### config.mk
export PLATFORM = sky130hd
export DESIGN_NAME = clk_mon_even
export DESIGN_NICKNAME = d
export VERILOG_FILES = /design/src/rtl/clk_mon_even.sv
export SDC_FILE = /design/constraint.sdc
export NUM_CORES = 1
export LEC_CHECK = 0
export ABC_AREA = 1
export CELL_PAD_IN_SITES_DETAIL_PLACEMENT = 2
export CELL_PAD_IN_SITES_GLOBAL_PLACEMENT = 2
export CORE_ASPECT_RATIO = 1.4
export CORE_MARGIN = 4
export CORE_UTILIZATION = 29
export CTS_CLUSTER_DIAMETER = 40
export CTS_CLUSTER_SIZE = 16
export DETAILED_ROUTE_END_ITERATION = 8
export HOLD_SLACK_MARGIN = 0.06
export PLACE_DENSITY_LB_ADDON = 0.1
export SLEW_MARGIN = 15
export SYNTH_ARGS = -nofsm -noshare
export SYNTH_HDL_FRONTEND = slang
export SYNTH_SLANG_ARGS = --single-unit
### constraint.sdc
create_clock -name clk -period 3.85 [get_ports clk]
set_clock_uncertainty 0.15 [all_clocks]
set_input_delay 1.155 -clock clk [delete_from_list [all_inputs] [get_ports clk]]
set_output_delay 1.155 -clock clk [all_outputs]
set_load 0.005 [all_outputs]
### src/rtl/clk_mon_even.sv
// clk_mon_even: measures high/low phases of a divided clock, flags bad phases, tracks lock and stuck clock.
// Define CLK_MON_SYNC_EN to pass clk_in through a 2-flop synchronizer so it may be asynchronous to clk.
module clk_mon_even #(
  parameter int EXP_HALF = 4,
  parameter int TOL      = 0,
  parameter int LOCK_CNT = 4,
  parameter int WID      = 8
) (
  input  logic           clk,
  input  logic           rst,
  input  logic           clk_in,
  output logic [WID-1:0] half_len,
  output logic           len_vld,
  output logic           err,
  output logic           locked,
  output logic           stuck
);
  localparam int GW = $clog2(LOCK_CNT + 1);
  localparam logic [GW-1:0] LC = GW'(LOCK_CNT);
  localparam logic [WID:0] MAX = {1'b0, {WID{1'b1}}};
  localparam logic [WID+1:0] E2 = (WID+2)'(EXP_HALF);
  localparam logic [WID+1:0] T2 = (WID+2)'(TOL);
  typedef enum logic [1:0] {WAIT, MEAS, LOCK} state_t;
  state_t state, state_d;
  logic sig, prev, edg, sat, ok;
  logic [WID-1:0] cnt, len_s, half_d;
  logic [WID:0] len;
  logic [WID+1:0] l2;
  logic [GW-1:0] good, good_d, good_inc;
  logic vld_d, err_d, stuck_d;
`ifdef CLK_MON_SYNC_EN
  logic [1:0] sync;
  always_ff @(posedge clk or negedge rst)
    if (!rst) sync <= '0;
    else sync <= {sync[0], clk_in};
  assign sig = sync[1];
`else
  assign sig = clk_in;
`endif
  assign edg = sig ^ prev;
  assign sat = cnt == {WID{1'b1}};
  assign len = {1'b0, cnt} + (WID+1)'(1);
  assign len_s = len > MAX ? {WID{1'b1}} : len[WID-1:0];
  // Shifting the lower bound onto the measured side keeps a zero bound from clamping below zero.
  assign l2 = {2'b00, len_s};
  assign ok = (l2 + T2 >= E2) && (l2 <= E2 + T2);
  assign good_inc = good == LC ? good : good + GW'(1);
  always_comb begin
    state_d = state;
    good_d = good;
    stuck_d = stuck;
    vld_d = 1'b0;
    err_d = 1'b0;
    half_d = half_len;
    if (edg) begin
      stuck_d = 1'b0;
      if (state == WAIT) state_d = MEAS;
      else begin
        vld_d = 1'b1;
        half_d = len_s;
        if (ok) begin
          good_d = good_inc;
          if (state == MEAS && good_inc == LC) state_d = LOCK;
        end else begin
          err_d = 1'b1;
          good_d = '0;
          state_d = MEAS;
        end
      end
    end else if (sat) begin
      stuck_d = 1'b1;
      good_d = '0;
      state_d = WAIT;
    end
  end
  always_ff @(posedge clk or negedge rst)
    if (!rst) begin
      state <= WAIT;
      prev <= 1'b0;
      cnt <= '0;
      good <= '0;
      half_len <= '0;
      len_vld <= 1'b0;
      err <= 1'b0;
      locked <= 1'b0;
      stuck <= 1'b0;
    end else begin
      state <= state_d;
      prev <= sig;
      cnt <= edg ? '0 : sat ? cnt : cnt + WID'(1);
      good <= good_d;
      half_len <= half_d;
      len_vld <= vld_d;
      err <= err_d;
      locked <= state_d == LOCK;
      stuck <= stuck_d;
    end
endmodule

==> results of run 1 <==
-- per-stage QoR --
step,area (sq um),total power [uW],hold WS [ns],setup slack [ns],std cells
3_5_place_dp,1620,464,0.326,0.827,241
3_3_place_gp,1620,458,0.327,0.909,241
6_report,1690,686,0.345,1.19,245
4_1_cts,1690,698,0.351,1.13,245
2_1_floorplan,1410,395,0.322,1.63,167
5_1_grt,1690,722,0.393,0.967,245
-- worst register-to-register path, delay by kind of cell (launching register included) --
kind / cells / cell delay, ns
compound gates: 1 / 0.09
fa+ha+maj: 1 / 0.26
buf+inv: 2 / 0.39
flops: 1 / 0.52
simple gates: 4 / 0.72
-- flip-flops by register name, summed over array words and instances, names as in the netlist --
| name | cells |
|---|---|
| prev | 1 |
| cnt | 8 |
| half_len | 8 |
| state | 2 |
| stuck | 1 |
| len_vld | 1 |
| err | 1 |
| locked | 1 |
| good | 3 |
-- how the worst min path moves through the flow --
stage	from	end	slack, ns
3_5_place_dp	half_len[1]	half_len[1]	0.33
3_3_place_gp	half_len[1]	half_len[1]	0.33
2_1_floorplan	half_len[1]	half_len[1]	0.32
5_1_grt	half_len[1]	half_len[1]	0.39
6_report	half_len[1]	half_len[1]	0.34
4_1_cts	half_len[1]	half_len[1]	0.35
-- logic make-up after synthesis --
group                      after synthesis  share of synthesized area (%)
DFF                                     26                           46.2
AOI/OAI and AO/OA                       19                           7.47
buffers and inverters                   23                           6.58
xor gates and xnor gates                 2                           1.24
and+or+nand+nor                         93                           34.9
adders and majority gates                4                           3.56
-- where the power goes --
group	internal [uW]	switching, uW	total, uW
clock	139	92.7	232
sequential	297	21.8	319
combinational	61.6	73.5	135
total	498	188	686
-- layer usage --
layer	up-vias	share of wire, %
met1	581	39
li1	557	-
met3	5	1.5
met4	0	1.5
met5	-	0
met2	7	58
-- cells in the final DEF (no fill, tap or decap), types with 2 or more instances in the layout --
cell / netlist / layout
nand3_1: 9 / 9
dfrtp_1: 26 / 26
nor2_4: 5 / 5
nor3_1: 2 / 2
nand2_2: 9 / 9
inv_2: 7 / 7
inv_1: 13 / 13
nor2_2: 3 / 3
a21oi_1: 3 / 3
nand3_2: 6 / 6
clkbuf_8: 0 / 3
nand4_1: 2 / 2
ha_1: 4 / 4
nor2_1: 15 / 15
o21bai_1: 2 / 2
o21ai_0: 6 / 6
nand2_1: 39 / 39
o21ai_1: 5 / 5
clkdlybuf4s50_1: 0 / 14
-- cell type report --
type,count,area (sq um)
Fill cell,558,2920
Multi-Input combinational cell,118,664
Sequential cell,26,651
Timing Repair Buffer,15,148
Tap cell,62,77.6
Inverter,20,75.1
Clock buffer,3,41.3
Clock inverter,1,30.0
==> impl.org, run 1 <==
** Run status
- Outcome :: completed

** Synthesis
- Leading register cell type out of synthesis :: dfrtp_1
- Synth top area share :: between 40% and 50%
- Syn Area/Cell :: between 8 and 9 sq um
- The cell area that synthesis handed to floorplanning was around 1400 sq um.
- In the post-synthesis netlist, the cell with the most instances is nand2_1.
- During synthesis, Yosys emitted a total of 0 warnings.
- In the synthesized netlist, the cells that appear most often are 39 x nand2_1, 26 x dfrtp_1, 15 x nor2_1.
- Largest cells by area after synthesis :: dfrtp_1 46%, nand2_1 10%, nand3_2 4.3%
- Counting flops and latches in the post-synthesis netlist gives 26.
- Synthesis produced a netlist with a net count of 174.
- After synthesis, flip-flops and latches occupy around 46% of the total area.
- Async SR Flop Fraction :: between 90% and 100%
- Most area-hungry cell type in the Yosys netlist :: dfrtp_1
- Post-synthesis instance total :: 167
- Number of distinct standard cells referenced by the synthesized netlist :: 27
- In this run, synthesis inferred 0 flip-flops with an integrated enable.

** Worst setup path
- Last element of the critical path :: half_len[2]
- Traced cell by cell, the critical path runs through clkdlybuf4s50_1 -> xnor2_1 -> nor2_2 -> inv_2 -> nor2_1 -> nand3_1 -> nand2_1 -> inv_1.
- Delay-heaviest family, CP :: buffers and inverters
- Highest fanout seen on the critical path :: 13
- STA puts the critical path data required time at 3.88 ns.
- Worst r2r dst :: good[0]
- CP max-delay cell :: clkdlybuf4s50_1
- Critical path capture point type :: flip-flop
- Buf/Inv on CP :: 3
- Logic depth of the worst register-to-register path :: 8
- Across all register-to-register paths, the minimum setup slack is approximately 1.6 ns.
- At the worst endpoint, the arrival time is 2.70 ns.
- Origin of the worst setup path :: clk_in
- Worst R2R Start :: cnt[0]
- The worst setup path is launched from an input port.
- Crit path depth :: 8
- Crit Path Class :: in -> reg
- Max incr delay on CP :: approximately 0.43 ns

** Clocking
- Hold repair after CTS inserted 0 buffers.
- Number of resized instances in the post-cts repair step :: 0
- Total clock buffers created by CTS :: 3
- Number of clock sinks :: 26
- Clock tree from TritonCTS :: done
- Buffers inserted by post-CTS timing repair :: 0
- CTS root buf :: clkbuf_8
- Clk slew on worst S/H paths :: 0.10 ns
- Maximum buffer depth of the clock tree :: 2
- Number of H-tree levels :: 1
- At the later pin of the worst-skew pair, clock insertion delay measures ~0.27 ns.

** Global routing
- GR Util met1 :: 15.8%
- Most used routing layer :: met2
- In the global route stage, met2 resource usage came out at a little over a quarter.
- Global routing used approximately 1.9% of the available met3 tracks.
- The via count of the first global-routing pass was 1347.
- Global routing finished with a remaining overflow of 0.
- Entering global routing, the biggest net connects 27 pins.
- The number of antenna violations at the first check in global routing is 0.
- The first global-routing pass estimated 6.62 mm of wire.
- Across every metal layer, demand over resource in global routing totals 14.4%.

** Placed design
- During placement, the flow inserted port buffers numbering 14.
- Routability Congestion :: roughly 0.69
- After legalization and detailed placement, the total HPWL measured 3.06 mm.

** STA
- Setup violations remaining at the end of the flow were counted as 0.
- Total Neg Setup Slack :: 0 ns
- Final critical-path share of the clock period :: 69.2%
- Final Max Slew Viols :: 0
- Setup repair after global routing missed its margin :: no
- The clock period could shrink to 2.66 ns.
- Worst slew pin tran :: 0.432 ns
- Maximum frequency from static timing analysis :: 375 MHz
- Headroom to the max-slew limit came out at 71.0%.
- Final hold violations :: 0

** Drt
- Total via count after detailed routing :: 1150
- Initial drt markers :: 35
- Dividing the detail-routed via count by the number of cells gives 4.69.
- Post-detailed-route count of antenna-violating nets :: 0
- Routed length per placed instance :: 15.3 microns
- Final Routed Wirelength :: 3.74 mm
- After detailed routing, the number of remaining DRC violations is 0.
- The pre-antenna-repair detailed-routing pass consisted of 3 iterations.

** Die
- The die is 66.9 microns wide.
- Number of I/O pins :: 15
- Die Outline Area :: between 6000 and 7000 sq um
- Initial standard-cell utilization of the core :: 30.5%
- In this run the standard cell core region covers ~4600 sq um.
- Site row count :: 29
- Die Span Y :: approximately 90 microns

** Power and ir drop
- Leakage dissipation :: a little under 0.0008 uW
- VDD sags by at most ~0.00017 V.
- P per Cell Area :: 407 nW/um^2

** Layout
- Net count, final :: 191
- Ant diodes :: 0
- Utilization after layout :: between 30% and 40%
- The area growth from synthesis to layout is 19.8%.
- Cells with a size suffix above 1 make up 20.8% of the layout.

** Worst hold path
- In this run the worst hold path is classified as reg -> reg.
- Worst hold path stage count :: 2

** Job
- The tool flagged a number of max-cap violations equal to 0.
Note: power is estimated with default switching activity, not from simulation.
==> run 2, diff against run 1 <==
==> constraint.sdc (replaced) <==
create_clock -name clk -period 2.4 [get_ports clk]
set_clock_uncertainty 0.15 [all_clocks]
set_input_delay 0.72 -clock clk [delete_from_list [all_inputs] [get_ports clk]]
set_output_delay 0.72 -clock clk [all_outputs]
set_load 0.005 [all_outputs]
==> impl.org, run 2 (synthesis gave the netlist of run 1 again) <==
** Run status
- The run finished with clean final reports.

** Layout
- The count of antenna diodes in the layout was 0 (unchanged).
- Commonest cells after routing, fill and taps aside :: 39 x nand2_1, 26 x dfrtp_1, 15 x nor2_1, 14 x clkdlybuf4s50_1, 13 x inv_1
- The number of non-filler instances in the completed layout is 251 (+2.4%).
- The layout cell share with drive strength beyond 1 was 23.3% (+2.5 points).
- The post-route cell area was 1720 sq um (+1.7%).
- The area growth from synthesis to layout is 21.9%.
- Leaving out fill and tap cells, the most frequent cell in the layout is nand2_1.
- Net count, final :: 197 (+3.1%)
- Registers with the most flip-flops :: cnt x8, half_len x8, good x3

** STA
- Maximum frequency from static timing analysis :: roughly 480 MHz
- Final Max Slew Viols :: 0 (unchanged)
- The worst-case hold slack came to 0.351 ns (+0.00579 ns).
- The transition time at the pin with the least slew margin came to 0.352 ns (-0.0806 ns).
- Number of setup violations in the final report :: 0 (unchanged)
- Minimum period implied by the final worst setup slack :: approximately 2.1 ns
- The sum of negative setup slack is 0 ns (unchanged).
- Final hold violations :: 0 (unchanged)
- Min setup slack post-route :: 0.315 ns (-0.871 ns)
- In the finished design, the share of the clock period the worst path needs comes to 86.9%.
- The worst-case headroom to the max-slew limit came to 76.4% (+5.4 points).
- Setup repair after global routing missed its margin :: no

** Global routing
- The wire length of the first global-routing pass came to 6.78 mm (+2.3%).
- Grt ovf :: 0 (unchanged)
- Vias in the first global route :: 1365 (+1.3%)
- Pin count of the biggest net entering global routing :: 27 (unchanged)
- Aggregate global-route resource usage :: 14.6% (+0.26 points)
- The number of antenna violations at the first check in global routing came to 0 (unchanged).

** Worst setup path
- Worst Path Arrival :: 2.13 ns (-0.57 ns)
- Origin of the worst setup path :: cnt[0]
- The worst-path maximum fanout came to 7 (-6).
- Required arrival time at the worst endpoint :: 2.45 ns (-1.43 ns)
- Critical path capture point type :: flip-flop
- Sort of element at the start of the critical path :: flip-flop
- Logic depth of the worst register-to-register path :: 12 (+4)
- The critical path in this run is classified as reg -> reg.
- In this run the critical register-to-register path is launched from cnt[0].
- The largest individual stage delay along the critical path comes from the cell dfrtp_1.
- Worst r2r dst :: good[1]
- The longest individual stage delay on the worst path was 0.49 ns (+0.06 ns).
- The internal reg-to-reg setup slack is 0.32 ns (-1.28 ns).
- Worst-path cell chain :: inv_2 -> ha_1 -> nand2_1 -> inv_1 -> nand2_2 -> nor2_4 -> nand3_2 -> nor2_4 -> nand3_2 -> inv_2 -> nand2_1 -> o21ai_1

** Drt
- DRC :: 0 (unchanged)
- Total via count after detailed routing :: 1182 (+2.8%)
- Highest Signal Layer :: met4
- Vias per cell :: 4.71 (+0.33%)
- The wire length after detailed routing came to 3.86 mm (+3.0%).
- The met1 wire length was 1.53 mm (+5.3%).
- Drt pass-1 iters :: 2 (-1)
- The remaining antenna violation count is 0 (unchanged).
- The wire length per cell after detailed routing is 15.4 microns (+0.50%).
- Met2 WL :: 2.24 mm (+2.8%)
- The initial detailed-routing violation count is 14 (-60%).
- Met3 wire len :: 33 microns (-40%)

** Placed design
- Cell total after placement :: 247 (+2.5%)
- The cell area after placement was 1660 sq um (+2.8%).
- The number of port buffers is 14 (unchanged).
- Detail Placement HPWL :: 3.12 mm (+1.8%)
- Routability Congestion :: 0.741 (+7.1%)
- Minimum setup slack after placement :: 0.0478 ns (-0.779 ns)

** Clocking
- TritonCTS built the clock tree.
- The clock sink total was 26 (unchanged).
- The maximum buffer depth of the clock tree was 2 (unchanged).
- The count of cells resized by post-cts repair was 0 (unchanged).
- The clock slew seen by the registers of the worst setup and hold paths came to 0.09 ns (about the same).
- The number of hold-repair buffers added at the cts stage is 0 (unchanged).
- Clock network latency to the later pin of the worst-skew pair :: 0.27 ns (about the same)
- Number of H-tree levels :: 1 (unchanged)
- CTS root buf :: clkbuf_8
- Total clock buffers created by CTS :: 3 (unchanged)
- The number of buffers added for setup after CTS was 0 (unchanged).

** Die
- Width of the die :: 66.9 microns (unchanged)
- Initial standard-cell utilization of the core :: 30.5% (unchanged)
- The core footprint is 4610 sq um (unchanged).
- Number of I/O pins :: 15 (unchanged)
- Die Span Y :: 90.4 microns (unchanged)
- Site row count :: 29 (unchanged)
- Die Outline Area :: 6050 sq um (unchanged)

** Power and ir drop
- The largest voltage drop on the vdd net is 0.000231 V (+33%).
- Leakage dissipation :: 0.000807 uW (+2.9%)
- The power per cell area came to 599 nW/um^2 (+47%).

** Worst hold path
- The min-delay analysis places its worst path in the category reg -> reg.
- In this run the most critical hold path is launched from half_len[3].
- Hold Path End :: half_len[3]
- The count of cells along the worst hold path came to 2 (unchanged).

** Job
- The count of maximum capacitance violations came to 0 (unchanged).
-- run 2: cell types whose count changed in the layout (fill, tap and decap cells not counted) --
cell	previous run	this run
bufinv_16	1	0
clkbuf_8	3	4
buf_4	1	7
-- run 2: final cells by class --
cell class                      count  area, sq um
Clock buffer                        4         55.1
Fill cell                         557         2890
Inverter                           20         75.1
Multi-Input combinational cell    118          664
Sequential cell                    26          651
Tap cell                           62         77.6
Timing Repair Buffer               21          193
-- run 2: critical path, delay by kind of cell, from the launching register on --
kind | cells | cell delay [ns]
fa+ha+maj | 1 | 0.39
compound gates | 1 | 0.09
flops | 1 | 0.49
buf+inv | 3 | 0.26
simple gates | 7 | 0.63
-- run 2: routing by layer --
metal | GRT usage (%) | up-vias
met5 | 0 | -
met4 | 4.57 | 0
met3 | 1.62 | 5
met2 | 26.7 | 7
met1 | 17.2 | 600
li1 | - | 570
-- run 2: metrics by stage --
| stage | util, % | power (uW) |
|---|---|---|
| after global routing | 37.2 | 1100 |
| after detailed placement | 36.0 | 759 |
| after floorplan | - | 633 |
| after global placement | 36.0 | 748 |
| final | 37.2 | 1030 |
| after CTS | 37.2 | 1050 |
-- run 2: where the power goes --
part	internal, uW	switching (uW)
Combinational	111	121
Clock	147	140
Sequential	477	32.2
-- run 2: how the worst max path moves through the flow --
stage / endpoint
2_1_floorplan: locked
3_3_place_gp: half_len[0]
3_5_place_dp: half_len[2]
4_1_cts: good[1]
5_1_grt: locked
6_report: good[1]
